`config.mk`:
```
export PLATFORM = sky130hd
export DESIGN_NAME = down_counter8_timer_flat
export DESIGN_NICKNAME = d
export VERILOG_FILES = /design/src/rtl/down_counter8_timer_if.sv /design/src/rtl/down_counter8_timer.sv /design/src/flat_wrapper.sv
export SDC_FILE = /design/constraint.sdc
export NUM_CORES = 1
export LEC_CHECK = 0
export ABC_AREA = 1
export BUFFER_PORTS_ARGS = -buffer_cell sky130_fd_sc_hd__buf_2
export CAP_MARGIN = 20
export CORE_ASPECT_RATIO = 0.75
export CORE_MARGIN = 2
export CORE_UTILIZATION = 48
export CTS_CLUSTER_DIAMETER = 50
export DETAILED_ROUTE_END_ITERATION = 12
export HOLD_SLACK_MARGIN = 0.05
export PLACE_DENSITY = 0.82
export SYNTH_ARGS = -nofsm -noshare
export SYNTH_HDL_FRONTEND = slang
export SYNTH_SLANG_ARGS = --single-unit
```
`constraint.sdc`:
```
create_clock -name clk -period 1.5 [get_ports clk]
set_clock_uncertainty 0.1 [all_clocks]
set_input_delay 0.075 -clock clk [delete_from_list [all_inputs] [get_ports clk]]
set_output_delay 0.075 -clock clk [all_outputs]
set_load 0.05 [all_outputs]
```
`src/rtl/down_counter8_timer_if.sv`:
```
// Control and status bundle for the loadable down-counter / timer.
// The master drives requests and observes count and flags; the timer is the slave.
interface down_counter8_timer_if #(
  parameter int WIDTH = 8
);
  logic             load;
  logic [WIDTH-1:0] load_val;
  logic             start;
  logic             stop;
  logic             en;
  logic             auto_reload;
  logic [WIDTH-1:0] count;
  logic             busy;
  logic             done;
  logic             tc;

  modport master (
    output load, load_val, start, stop, en, auto_reload,
    input  count, busy, done, tc
  );

  modport slave (
    input  load, load_val, start, stop, en, auto_reload,
    output count, busy, done, tc
  );
endinterface

```
`src/rtl/down_counter8_timer.sv`:
```
// Loadable down-counter with one-shot and periodic timer modes.
// All outputs come straight from flops; the counter never wraps below zero.
module down_counter8_timer #(
  parameter int WIDTH = 8
) (
  input  logic                   clk,
  input  logic                   rst,
  down_counter8_timer_if.slave   bus
);

  typedef enum logic [1:0] {
    IDLE = 2'd0,
    RUN  = 2'd1,
    DONE = 2'd2
  } state_t;

  localparam logic [WIDTH-1:0] ZERO_C = {WIDTH{1'b0}};
  localparam logic [WIDTH-1:0] ONE_C  = {{(WIDTH-1){1'b0}}, 1'b1};

  state_t           state_r;
  state_t           state_nxt_s;
  logic [WIDTH-1:0] count_r;
  logic [WIDTH-1:0] count_nxt_s;
  logic [WIDTH-1:0] reload_r;
  logic [WIDTH-1:0] reload_nxt_s;
  logic             tc_r;
  logic             tc_nxt_s;
  logic             busy_r;
  logic             done_r;

  // Next-state logic: priority is load, then stop, then start, then counting.
  always_comb begin
    state_nxt_s  = state_r;
    count_nxt_s  = count_r;
    reload_nxt_s = reload_r;
    tc_nxt_s     = 1'b0;

    if (bus.load) begin
      count_nxt_s  = bus.load_val;
      reload_nxt_s = bus.load_val;
      state_nxt_s  = IDLE;
    end else if (bus.stop) begin
      state_nxt_s = IDLE;
    end else begin
      case (state_r)
        IDLE: begin
          if (bus.start && (count_r != ZERO_C)) begin
            state_nxt_s = RUN;
          end else begin
            state_nxt_s = IDLE;
          end
        end
        RUN: begin
          if (!bus.en) begin
            state_nxt_s = RUN;
          end else if (count_r > ONE_C) begin
            count_nxt_s = count_r - ONE_C;
          end else if (count_r == ONE_C) begin
            tc_nxt_s = 1'b1;
            if (bus.auto_reload && (reload_r != ZERO_C)) begin
              count_nxt_s = reload_r;
            end else begin
              count_nxt_s = ZERO_C;
              state_nxt_s = DONE;
            end
          end else begin
            // A zero count while running is unreachable; retire safely without decrementing.
            state_nxt_s = DONE;
          end
        end
        DONE: begin
          if (bus.start && (reload_r != ZERO_C)) begin
            count_nxt_s = reload_r;
            state_nxt_s = RUN;
          end else begin
            state_nxt_s = DONE;
          end
        end
        default: begin
          state_nxt_s = IDLE;
        end
      endcase
    end
  end

  // State, counter, reload value and registered status flags.
  always_ff @(posedge clk) begin
    if (rst) begin
      state_r  <= IDLE;
      count_r  <= ZERO_C;
      reload_r <= ZERO_C;
      tc_r     <= 1'b0;
      busy_r   <= 1'b0;
      done_r   <= 1'b0;
    end else begin
      state_r  <= state_nxt_s;
      count_r  <= count_nxt_s;
      reload_r <= reload_nxt_s;
      tc_r     <= tc_nxt_s;
      busy_r   <= (state_nxt_s == RUN);
      done_r   <= (state_nxt_s == DONE);
    end
  end

  assign bus.count = count_r;
  assign bus.busy  = busy_r;
  assign bus.done  = done_r;
  assign bus.tc    = tc_r;

endmodule

```
`src/flat_wrapper.sv`:
```
// flat-port wrapper written by rule: the top's interface ports become plain ports
module down_counter8_timer_flat 
#(
  parameter int WIDTH = 8
)
  (clk, rst, bus_load, bus_load_val, bus_start, bus_stop, bus_en, bus_auto_reload, bus_count, bus_busy, bus_done, bus_tc);
  down_counter8_timer_if #(.WIDTH(WIDTH)) bus_i ();
  input  logic clk;
  input  logic rst;
  input wire logic [$bits(bus_i.load)-1:0] bus_load;
  input wire logic [$bits(bus_i.load_val)-1:0] bus_load_val;
  input wire logic [$bits(bus_i.start)-1:0] bus_start;
  input wire logic [$bits(bus_i.stop)-1:0] bus_stop;
  input wire logic [$bits(bus_i.en)-1:0] bus_en;
  input wire logic [$bits(bus_i.auto_reload)-1:0] bus_auto_reload;
  output wire logic [$bits(bus_i.count)-1:0] bus_count;
  output wire logic [$bits(bus_i.busy)-1:0] bus_busy;
  output wire logic [$bits(bus_i.done)-1:0] bus_done;
  output wire logic [$bits(bus_i.tc)-1:0] bus_tc;
  assign bus_i.load = bus_load;
  assign bus_i.load_val = bus_load_val;
  assign bus_i.start = bus_start;
  assign bus_i.stop = bus_stop;
  assign bus_i.en = bus_en;
  assign bus_i.auto_reload = bus_auto_reload;
  assign bus_count = bus_i.count;
  assign bus_busy = bus_i.busy;
  assign bus_done = bus_i.done;
  assign bus_tc = bus_i.tc;
  down_counter8_timer #(.WIDTH(WIDTH)) u_core (.clk(clk), .rst(rst), .bus(bus_i));
endmodule
```
## After elaboration in Yosys (flattened, before gate mapping)

Index checks and enable logic that the tools add are counted.

| storage, ports and cells | value |
|---|---|
| register bits | 21 |
| input port bits | 15 |
| output and inout bits | 11 |
| word-level logic and storage cells | 46 |

| cells by class | value |
|---|---|
| add/subtract/negate cells | 1 |
| order comparisons | 1 |
| eq/ne operators | 9 |
| mux-type cells | 18 |
| bitwise operators | 2 |
| reductions and logical operators | 9 |

Operators with widths:

| cell | number |
|---|---|
| 8-bit two-way mux | 7 |
| 8-bit case mux with 2 select lines | 1 |
| 8-bit nonzero test | 2 |
| 2-bit two-way mux | 7 |
| 8-bit by 1-bit equality test with 1-bit output, second input constant | 1 |
| 8-bit by 1-bit > comparator with 1-bit output, second input constant | 1 |
| 8-bit by 1-bit subtractor with 8-bit output, second input constant | 1 |
| 2-bit case mux with 3 select lines | 1 |
| 6-bit OR reduction | 1 |
| 5-bit AND reduction | 1 |
| 2-bit by 1-bit equality test with 1-bit output, second input constant | 2 |
| 2-bit equality test, second input constant | 2 |
| 4-bit by 2-bit != test with 1-bit output, second input constant | 1 |
| 1-bit logical AND | 3 |
| 3-bit by 2-bit != test with 1-bit output, second input constant | 1 |
| 3-bit != test, second input constant | 1 |
| 3-bit nonzero test | 1 |
| 2-bit zero test | 1 |
| 1-bit two-way mux | 2 |
| 2-bit != test, second input constant | 1 |
| 1-bit NOT | 2 |

## Depth between registers and ports, before layout

Gate-level depths: netlist (run 1).

| logic depth | value |
|---|---|
| depth after elaboration | 10 |
| mapped depth | 13 |
| depth with buffers taken out | 13 |

## Worst setup path before layout (run 1)

No wires, ideal clock.

| timing path | value |
|---|---|
| path kind | flip-flop to flip-flop |
| start | register u_core.count_r[0], in the netlist u_core.bus.count[0] |
| end | register u_core.count_r[3], in the netlist u_core.bus.count[3] |
| setup time | 0.118 ns |
| arrival | 1.830 ns |
| required time | 1.282 ns |
| setup slack | -0.548 ns |
| stages on the path, launching flop included | 11 |
| path buffers | 0 |
| clock period less this slack | 2.048 ns |
| cells stage by stage | dfxtp_1 inv_1 ha_1 nand2_1 nor2_1 nand2_4 nand3_4 nand2_1 nor2_1 nor3_1 nor2_1 |

| between the ends | value |
|---|---|
| longest elaborated chain between the ends | 6 |
| elaborated cells on any way between the ends | 10 |
| classes of those cells | 1 x add/sub; 1 x order compare; 2 x eq/ne; 5 x mux; 1 x reduce/logical |

RTL lines:

| element | RTL line | text |
|---|---|---|
| start: declaration | down_counter8_timer.sv:22 | `logic [WIDTH-1:0] count_r;` |
| start signal: assignment | down_counter8_timer.sv:97 | `count_r <= count_nxt_s;` |
| 8-bit by 1-bit subtractor with 8-bit output / 8-bit by 1-bit > comparator with 1-bit output (equally long branches) | down_counter8_timer.sv:57, down_counter8_timer.sv:56 |  |
| 8-bit two-way mux | down_counter8_timer.sv:56 | `end else if (count_r > ONE_C) begin` |
| 8-bit two-way mux | down_counter8_timer.sv:54 | `if (!bus.en) begin` |
| 8-bit case mux with 2 select lines | down_counter8_timer.sv:45 | `case (state_r)` |
| 8-bit two-way mux | down_counter8_timer.sv:42 | `end else if (bus.stop) begin` |
| 8-bit two-way mux | down_counter8_timer.sv:38 | `if (bus.load) begin` |

Several ways; a longest one is shown, not always the timed one. The select of a mux whose other input is x is not followed.
A chain may end at the register's enable or synchronous reset.

## Final worst setup path (run 1)

| timing path | value |
|---|---|
| start | register u_core.count_r[1], in the netlist u_core.bus.count[1] |
| end | register u_core.count_r[0], in the netlist u_core.bus.count[0] |

| between the ends | value |
|---|---|
| longest elaborated chain between the ends | 6 |
| elaborated cells on any way between the ends | 9 |
| classes of those cells | 1 x order compare; 2 x eq/ne; 5 x mux; 1 x reduce/logical |

RTL lines:

| element | RTL line |
|---|---|
| 8-bit by 1-bit > comparator with 1-bit output | down_counter8_timer.sv:56 |
| 8-bit two-way mux | down_counter8_timer.sv:56 |
| 8-bit two-way mux | down_counter8_timer.sv:54 |
| 8-bit case mux with 2 select lines | down_counter8_timer.sv:45 |
| 8-bit two-way mux | down_counter8_timer.sv:42 |
| 8-bit two-way mux | down_counter8_timer.sv:38 |

Several ways; a longest one is shown, not always the timed one. The select of a mux whose other input is x is not followed.

==> reports/summary.txt, run 1 <==
First-pass DRT Iterations = 5
Inserted Clock Buffers = 3
Worst Slack Setup Final = -0.124 ns
Synthesis-to-layout area growth = 58.8%
CP Capture Type = flop
Fillers = 190
CTS clock-pin slew for the worst setup and hold paths = 0.14 ns
Least-Margin Pin Slew = 0.284 ns
Total Nets Final = 292
CTS max path bufs = 2
Avg Cell Area, Syn = 6.30 um2
CTS H-tree depth = 1
Tmin final = 1.62 ns
Fraction of registers with async set or reset after synthesis = 0
Hold Vio Cnt, Final = 0
Fmax achieved = 0.616 GHz
Leakage = 1.02 nW
Fin area = 0.00202 mm2
Routed WL = 4380 um
Net Count, Synth = 219
Final cell count without fillers = 310
Final setup viols = 12
Die height = 48.6 um
DRT antenna net count = 0
Layout cells sized above 1 = 0.412
Unrepaired setup endpoints after global routing = true
Initial antenna violation count = 0
Most common cell in the netlist = nand2_1
Total clock sinks = 21
Via count = 1609
First-pass GRT wire length = 6670 um
CTS root buf = clkbuf_4
Initial Utilization = 0.497
1st-iter DRT viols = 137
Routability Congestion = 0.923
EDFF count, synth = 0
CTS tree = done
Sequential area share after synthesis = 0.330
DRC viols = 0
Clk_lat worst skew = 0.33 ns
Drt wl/cell = 14.1 um
CP max FO = 7
IO Count = 26
Gr usage total = 0.276
Vias in the first global route = 1462
Post-synth top area share = 0.330
Final Cycle Share = 1.08
Die area = 0.00308 mm2
Final Max Slew Viols = 0
Mapped Cells = 202
Status = complete, but fails checks
Worst Path Arrival = 1.79 ns
Largest net degree at the start of global routing = 16
Failing checks = negative setup slack
Max VDD drop = 0.650 mV
Worst path required time = 1.66 ns
Core ar. = 0.00256 mm2
Yosys top cell by area = dfxtp_1
Buffers on Ports = 25
Max capacitance violation total = 0
Hold Crit Class = in -> reg
FP Rows = 16
CP startpoint kind = flop
Syn Std Cell Area = 0.00127 mm2
Primary FF master, synth = dfxtp_1
Die width = 63.5 um
Grt ovf = 0
DP Wirelength = 2830 um
Power Density = 854 mW/mm2
Relative slew margins = 0.811
Critical path type = reg -> reg
Antenna cell count = 0
Synth unique cells = 25
Cell Count Post-Placement = 283
Vias/cell = 5.19
Synth area leaders = dfxtp_1, nand2_1, nor2_1
Ys Warns = 0
Commonest cells in the netlist = nand2_1, nor2_1, dfxtp_1
#FFs+latches synth = 21
Area post-placement = 0.00165 mm2
==> metal layers <==
metal	routed length [um]	vias up	track usage
li1	-	787	-
met1	1940	746	0.379
met2	2050	65	0.440
met3	290	11	0.0488
met4	102	0	0.0870
met5	0	-	0
==> sequential cells by signal (all words and copies together), names as in the netlist <==
| name | cells |
|---|---|
| u_core.state_r | 2 |
| u_core.bus.tc | 1 |
| u_core.bus.count | 8 |
| u_core.bus.done | 1 |
| u_core.reload_r | 8 |
| u_core.bus.busy | 1 |
==> critical path, stage by stage, from the launching register on <==
cell     delay [ns]
dfxtp_4        0.40
inv_6          0.04
ha_4           0.17
nand2_4        0.07
nor2_4         0.04
nand2_4        0.10
nand3_4        0.14
nor2_4         0.19
nand2_2        0.09
nand2_2        0.08
nor3_2         0.03
nor2_1         0.10
==> logic make-up after synthesis <==
group,Yosys count,synth area share
AOI/OAI and AO/OA,21,0.0836
DFF,21,0.330
and+or+nand+nor,127,0.457
xor gates and xnor gates,4,0.0275
buffers and inverters,27,0.0816
adders and majority gates,2,0.0197
==> report_power, final <==
group / switching, mW / internal [mW] / leakage [nW]
Clock: 0.209 / 0.102 / 0.0139
Sequential: 0.0361 / 0.598 / 0.178
Combinational: 0.465 / 0.316 / 0.831
Total: 0.710 / 1.02 / 1.02
==> cells in the final DEF (no fill, tap or decap), types with 2 or more instances in the layout <==
cell type,n
nand3_1,10
nor2_1,29
dfxtp_2,11
nand4_1,3
inv_2,4
o21ai_0,4
dfxtp_1,8
nand2_4,3
inv_1,17
a21oi_1,9
nor2_2,5
buf_4,27
nand3b_1,3
o21ai_1,6
dfxtp_4,2
buf_2,25
clkbuf_4,3
xor2_1,4
dlygate4sd3_1,19
ha_4,2
nor3_2,2
nor2_4,5
nand2_2,12
nand2_1,46
nand3_2,6
==> final timing paths <==
path / start / end / slack [ns] / cells after the start
setup / recovery: u_core.bus.count[1] / u_core.bus.count[0] / -0.12 / 11
hold / removal: bus_start / u_core.state_r[0] / 0.18 / 7
setup reg to reg: u_core.bus.count[1] / u_core.bus.count[0] / -0.12 / 11
hold reg to reg: u_core.bus.count[6] / u_core.bus.count[6] / 0.46 / 2
==> repair_timing <==
item / in CTS / in global routing
pin swaps: 11 / 17
hold buffers: 19 / 0
buffers inserted: 1 / 3
endpoints found under the hold margin: 21 / 0
endpoints found under the setup margin: 12 / 12
gates cloned: 0 / 0
resized for setup: 13 / 23
==> metrics by stage <==
step	util	worst slack [ns]	TNS, ns	power [mW]	hold WS [ns]
3_5_place_dp	0.644	-0.105	-0.639	1.27	0.272
5_1_grt	0.789	-0.224	-1.89	1.81	0.241
2_1_floorplan	-	-0.0392	-0.255	1.05	0.0441
6_report	0.789	-0.124	-0.861	1.73	0.176
3_3_place_gp	0.644	-0.0609	-0.134	1.25	0.265
4_1_cts	0.754	-0.0791	-0.482	1.64	0.155
==> layout make-up <==
cell class / instances / area, um2 / area share
Tap cell: 36 / 45.0 / 0.0223
Multi-Input combinational cell: 154 / 888 / 0.440
Inverter: 24 / 97.6 / 0.0483
Clock inverter: 1 / 7.51 / 0.00372
Clock buffer: 3 / 22.5 / 0.0111
Sequential cell: 21 / 442 / 0.219
Timing Repair Buffer: 71 / 518 / 0.256
Note: power is estimated with default switching activity, not from simulation.
==> run 2, diff against run 1 <==
- ABC_AREA: 1 -> 0
- CORE_UTILIZATION: 48 -> 47
- CTS_BUF_LIST: not set -> sky130_fd_sc_hd__clkbuf_16
==> reports/summary.txt, run 2 <==
Least-Margin Pin Slew = 0.658 ns (+0.374 ns)
Total clock sinks = 21 (unchanged)
Most common cell in the netlist = dfxtp_1
Die width = 61.1 um (-3.7%)
CP max FO = 4 (-3)
DRC viols = 0 (unchanged)
Layout cells sized above 1 = 0.531 (+0.118)
Simple-gate area share of the yosys netlist = 0.258 (-0.199)
Tmin final = 2.09 ns (+0.468 ns)
1st-iter DRT viols = 193 (+41%)
Yosys top cell by area = dfxtp_1
Adder-Cell Fraction of Synth Area = 0.0218 (+0.00210)
Synth unique cells = 43 (+72%)
Final Cycle Share = 1.39 (+0.312)
Failing checks = negative setup slack
Max VDD drop = 0.730 mV (+12%)
Fraction of registers with async set or reset after synthesis = 0 (unchanged)
DRT antenna net count = 0 (unchanged)
Worst path required time = 1.60 ns (-0.06 ns)
CTS root buf = clkbuf_16
Ys Warns = 0 (unchanged)
Max capacitance violation total = 0 (unchanged)
IO Count = 26 (unchanged)
Fmax achieved = 0.478 GHz (-22%)
Antenna cell count = 0 (unchanged)
Via count = 1567 (-2.6%)
Hold buffer count at CTS = 7 (-12)
Synth Area in XOR/XNOR = 0 (-0.0275)
Initial Utilization = 0.498 (+0.00152)
CTS tree = done
First-pass DRT Iterations = 5 (unchanged)
Final setup viols = 13 (+1)
Initial antenna violation count = 0 (unchanged)
CTS H-tree depth = 1 (unchanged)
Routed WL = 4950 um (+13%)
Mapped Cells = 140 (-31%)
Mux contribution to synthesized area = 0.0348 (+0.0348)
Net Count, Synth = 157 (-28%)
Status = complete, but fails checks
Relative slew margins = 0.561 (-0.250)
Unrepaired setup endpoints after global routing = true
Final Max Slew Viols = 0 (unchanged)
Power Density = 1020 mW/mm2 (+20%)
Synthesis-to-layout area growth = 77.0%
Total Nets Final = 229 (-22%)
First-pass GRT wire length = 6620 um (-0.62%)
Worst Path Arrival = 2.19 ns (+0.40 ns)
Critical path type = reg -> reg
FP Rows = 15 (-1)
Clk_lat worst skew = 0.26 ns (-0.07 ns)
Hold Crit Class = in -> reg
Grt ovf = 0 (unchanged)
Drt wl/cell = 20.2 um (+43%)
Worst Slack Setup Final = -0.592 ns (-0.468 ns)
CP startpoint kind = flop
#FFs+latches synth = 21 (unchanged)
Die area = 0.00286 mm2 (-7.2%)
Buffers on Ports = 25 (unchanged)
Leakage = 0.840 nW (-18%)
Hold Vio Cnt, Final = 0 (unchanged)
Inserted Clock Buffers = 3 (unchanged)
Largest net degree at the start of global routing = 19 (+3)
Largest family of logic cells by synthesized area = compound AO/OA/AOI/OAI gates
Vias/cell = 6.40 (+23%)
CP Capture Type = flop
Commonest cells in the netlist = dfxtp_1, nor2_1, a21oi_1, inv_1, nand2_1
CTS max path bufs = 2 (unchanged)
Core ar. = 0.00231 mm2 (-9.9%)
Minimum hold slack = 0.0375 ns (-0.139 ns)
Routability Congestion = 0.956 (+3.6%)
Avg Cell Area, Syn = 8.21 um2 (+30%)
DP Wirelength = 2840 um (+0.42%)
Gr usage total = 0.332 (+0.0558)
Commonest non-fill, non-tap cells in the layout = buf_4, buf_2, dfxtp_1
CTS clock-pin slew for the worst setup and hold paths = 0.06 ns (-0.08 ns)
Primary FF master, synth = dfxtp_1
Commonest non-fill, non-tap cell in the layout = buf_4
EDFF count, synth = 0 (unchanged)
Sequential area share after synthesis = 0.366 (+0.0352)
Die height = 46.8 um (-3.6%)
Vias in the first global route = 1358 (-7.1%)
Synth area leaders = dfxtp_1, nor2_1, a21oi_1
Synth Area in Compound Gates = 0.264 (+0.181)
Pre-CTS setup slack = -0.685 ns (-0.579 ns)
Syn Std Cell Area = 0.00115 mm2 (-9.6%)
Post-synth top area share = 0.366 (+0.0352)
==> run 2: changes by cell type in the layout (fill, tap and decap cells not counted), moves of 7 or more <==
cell	delta
nand2_1	-37
nor2_1	-17
buf_4	+12
dlygate4sd3_1	-12
nand2_2	-12
dfxtp_2	-9
inv_1	-9
nand3_1	-8
dfxtp_1	+7
==> run 2: timing repair <==
| action | 4_1_cts | 5_1_grt |
|---|---|---|
| buffers inserted | 3 | 1 |
| pin swaps | 12 | 12 |
| setup endpoints to repair | 13 | 13 |
| endpoints found under the hold margin | 8 | 1 |
| gates cloned | 0 | 0 |
| resized for setup | 32 | 15 |
==> run 2: per-layer routing <==
metal | part of all wire | GRT usage | wire length [um]
met1 | 0.37 | 0.428 | 1810
met2 | 0.46 | 0.513 | 2270
met3 | 0.12 | 0.0992 | 614
met4 | 0.051 | 0.161 | 255
met5 | 0 | 0 | 0
==> run 2: metrics by stage <==
stage	total power, mW	utilization	instances	TNS (ns)	instance area [um2]
floorplan	0.978	-	140	-5.48	1180
global placement	1.22	0.693	230	-5.57	1600
detailed placement	1.24	0.693	230	-6.44	1600
CTS	1.96	0.835	244	-5.39	1930
global route	2.14	0.882	245	-6.97	2040
finish	2.08	0.882	245	-6.11	2040
==> run 2: cell type report <==
class	instances	area, um2
repair buffers	73	510
fillers	96	273
clock buffers	3	75.1
well taps	34	42.5
flip-flops and latches	21	438
inverters	11	46.3
multi-input cells	102	917
clock inverters	1	6.26
==> run 2: worst max-delay path, stage by stage (launching register included) <==
cell and delay [ns]:
dfxtp_4 0.34, or4_4 0.58, or3_4 0.41, a311oi_4 0.30
mux2i_1 0.16, nor2_1 0.13
==> run 2: path summary, 6_finish.rpt <==
kind	from	to	slack, ns	depth (start not counted)
min reg2reg	u_core.bus.count[1]	u_core.bus.count[1]	0.44	2
max	u_core.bus.count[5]	u_core.bus.done	-0.59	5
max reg2reg	u_core.bus.count[5]	u_core.bus.done	-0.59	5
min	bus_en	u_core.bus.tc	0.04	3
==> run 2: power by group <==
part           total [mW]  switching (mW)  internal [mW]
Combinational       0.859           0.481          0.378
Clock               0.600           0.237          0.363
Sequential          0.625          0.0313          0.594
==> run 2: logic make-up after synthesis <==
group / Yosys count
compound gates: 41
mux: 4
simple gates: 55
flops: 21
buf+inv: 17
fa+ha+maj: 2
==> run 3, diff against run 2 <==
- CORE_UTILIZATION: 47 -> 40
- PLACE_DENSITY: 0.82 -> 0.72
==> reports/summary.txt, run 3 (synthesis results as in run 2) <==
CP Capture Type = flop
Hold Vio Cnt, Final = 0 (unchanged)
Critical path type = reg -> reg
Critical Path Max Stage Delay = 0.59 ns (about the same)
Inserted Clock Buffers = 3 (unchanged)
Drt wl/cell = 21.6 um (+6.7%)
Final Max Slew Viols = 0 (unchanged)
Hold Crit Class = in -> reg
IO Count = 26 (unchanged)
CP startpoint kind = flop
1st-iter DRT viols = 230 (+19%)
Core ar. = 0.00266 mm2 (+15%)
Vias/cell = 6.44 (+0.63%)
Clk_lat worst skew = 0.26 ns (about the same)
Max VDD drop = 0.899 mV (+23%)
Leakage = 0.879 nW (+4.6%)
Commonest non-fill, non-tap cell in the layout = buf_4
DP Wirelength = 2820 um (-0.71%)
CP max FO = 4 (unchanged)
Total clock sinks = 21 (unchanged)
FP Rows = 16 (+1)
CP most frequent cell = buf_4
Cell Count Post-Placement = 233 (+1.3%)
Least-Margin Pin Slew = 0.391 ns (-0.267 ns)
Die width = 65.9 um (+7.8%)
Critical path buffers and inverters = 2 (+2)
Met1 Resource Use GR = 0.386 (-0.0420)
Final Power = 2.09 mW (+0.29%)
Pre-CTS setup slack = -0.575 ns (+0.110 ns)
Crit-path slowest cell = or4_4
Setup_tns = -6.85 ns (-0.745 ns)
Total Nets Final = 234 (+2.2%)
Final cell count without fillers = 252 (+2.9%)
Fmax achieved = 0.471 GHz (-1.6%)
Failing checks = negative setup slack
Fin util = 0.781 (-0.101)
DRC viols = 0 (unchanged)
Buffers on Ports = 25 (unchanged)
Minimum hold slack = 0.0799 ns (+0.0423 ns)
Via count = 1622 (+3.5%)
Grt ovf = 0 (unchanged)
Die area = 0.00332 mm2 (+16%)
Routability Congestion = 0.884 (-7.5%)
Final setup viols = 13 (unchanged)
CTS H-tree depth = 1 (unchanged)
Status = complete, but fails checks
Antenna cell count = 0 (unchanged)
Unrepaired setup endpoints after global routing = true
Gr usage total = 0.323 (-0.00854)
CTS max path bufs = 2 (unchanged)
Worst path required time = 1.54 ns (-0.06 ns)
Synthesis-to-layout area growth = 80.8%
Tmin final = 2.13 ns (+0.0330 ns)
Layer with the highest usage = met2
Vias in the first global route = 1605 (+18%)
CTS clock-pin slew for the worst setup and hold paths = 0.06 ns (about the same)
Die height = 50.4 um (+7.7%)
Met2 Resource Use GR = 0.544 (+0.0310)
Power Density = 1010 mW/mm2 (-1.8%)
Initial Utilization = 0.432 (-0.0662)
Initial antenna violation count = 0 (unchanged)
Layout cells sized above 1 = 0.556 (+0.0247)
CTS tree = done
CTS root buf = clkbuf_16
Worst Path Arrival = 2.16 ns (-0.03 ns)
First-pass GRT wire length = 8020 um (+21%)
Relative slew margins = 0.739 (+0.178)
Max capacitance violation total = 0 (unchanged)
Final Cycle Share = 1.42 (+0.0220)
Routed WL = 5440 um (+9.8%)
Area post-placement = 0.00161 mm2 (+0.63%)
Largest net degree at the start of global routing = 19 (unchanged)
First-pass DRT Iterations = 6 (+1)
Fillers = 153 (+59%)
Fin area = 0.00208 mm2 (+2.2%)
Commonest non-fill, non-tap cells in the layout = buf_4, buf_2, dfxtp_1
DRT antenna net count = 0 (unchanged)
Worst Slack Setup Final = -0.625 ns (-0.0330 ns)
Delay-heaviest family, CP = simple AND/OR/NAND/NOR gates
CP Cell Sequence = or4_4 > buf_4 > buf_4 > o21ai_1 > a21oi_2 > a31oi_4 > nor3_2
Met3 usage = 0.0874 (-0.0117)
==> run 3: changes by cell type in the layout (fill, tap and decap cells not counted), sizes merged <==
cell | before | now
inv | 11 | 10
buf | 66 | 71
clkinv | 1 | 2
==> run 3: path summary, 6_finish.rpt <==
path                       start                  end  slack [ns]  depth (start not counted)
min                       bus_en        u_core.bus.tc        0.08                          3
max          u_core.bus.count[5]    u_core.state_r[0]       -0.63                          7
max reg2reg  u_core.bus.count[5]    u_core.state_r[0]       -0.63                          7
min reg2reg  u_core.bus.count[1]  u_core.bus.count[1]        0.46                          2
==> run 3: where the power goes <==
part / leakage, nW / internal [mW] / switching (mW)
Sequential: 0.176 / 0.594 / 0.0341
Combinational: 0.662 / 0.376 / 0.499
Clock: 0.0409 / 0.359 / 0.229
Total: 0.879 / 1.33 / 0.762
==> run 3: cell type report <==
cell class | count | area (um2) | share of cell area
clock buffers | 3 | 75.1 | 0.0361
well taps | 36 | 45.0 | 0.0217
flip-flops and latches | 21 | 438 | 0.211
repair buffers | 78 | 552 | 0.265
clock inverters | 1 | 5.00 | 0.00241
multi-input cells | 102 | 916 | 0.440
inverters | 11 | 48.8 | 0.0235
==> run 3: layer usage <==
metal / share of wire / vias up / wire length, um
li1: - / 681 / -
met3: 0.10 / 37 / 550
met4: 0.052 / 0 / 281
met5: 0 / - / 0
met1: 0.39 / 776 / 2140
met2: 0.45 / 128 / 2470
==> run 3: timing repair <==
| action | 4_1_cts | 5_1_grt |
|---|---|---|
| setup buffers | 7 | 1 |
| pin swaps | 12 | 12 |
| hold endpoints to repair | 10 | 0 |
| gates resized for setup | 32 | 19 |
| hold buffers | 7 | 0 |
| setup endpoints to repair | 13 | 13 |
==> run 3: worst reg2reg max path: stages (launching register included) <==
cell	delay, ns
dfxtp_4	0.34
or4_4	0.59
buf_4	0.18
buf_4	0.15
o21ai_1	0.24
a21oi_2	0.14
a31oi_4	0.20
nor3_2	0.07
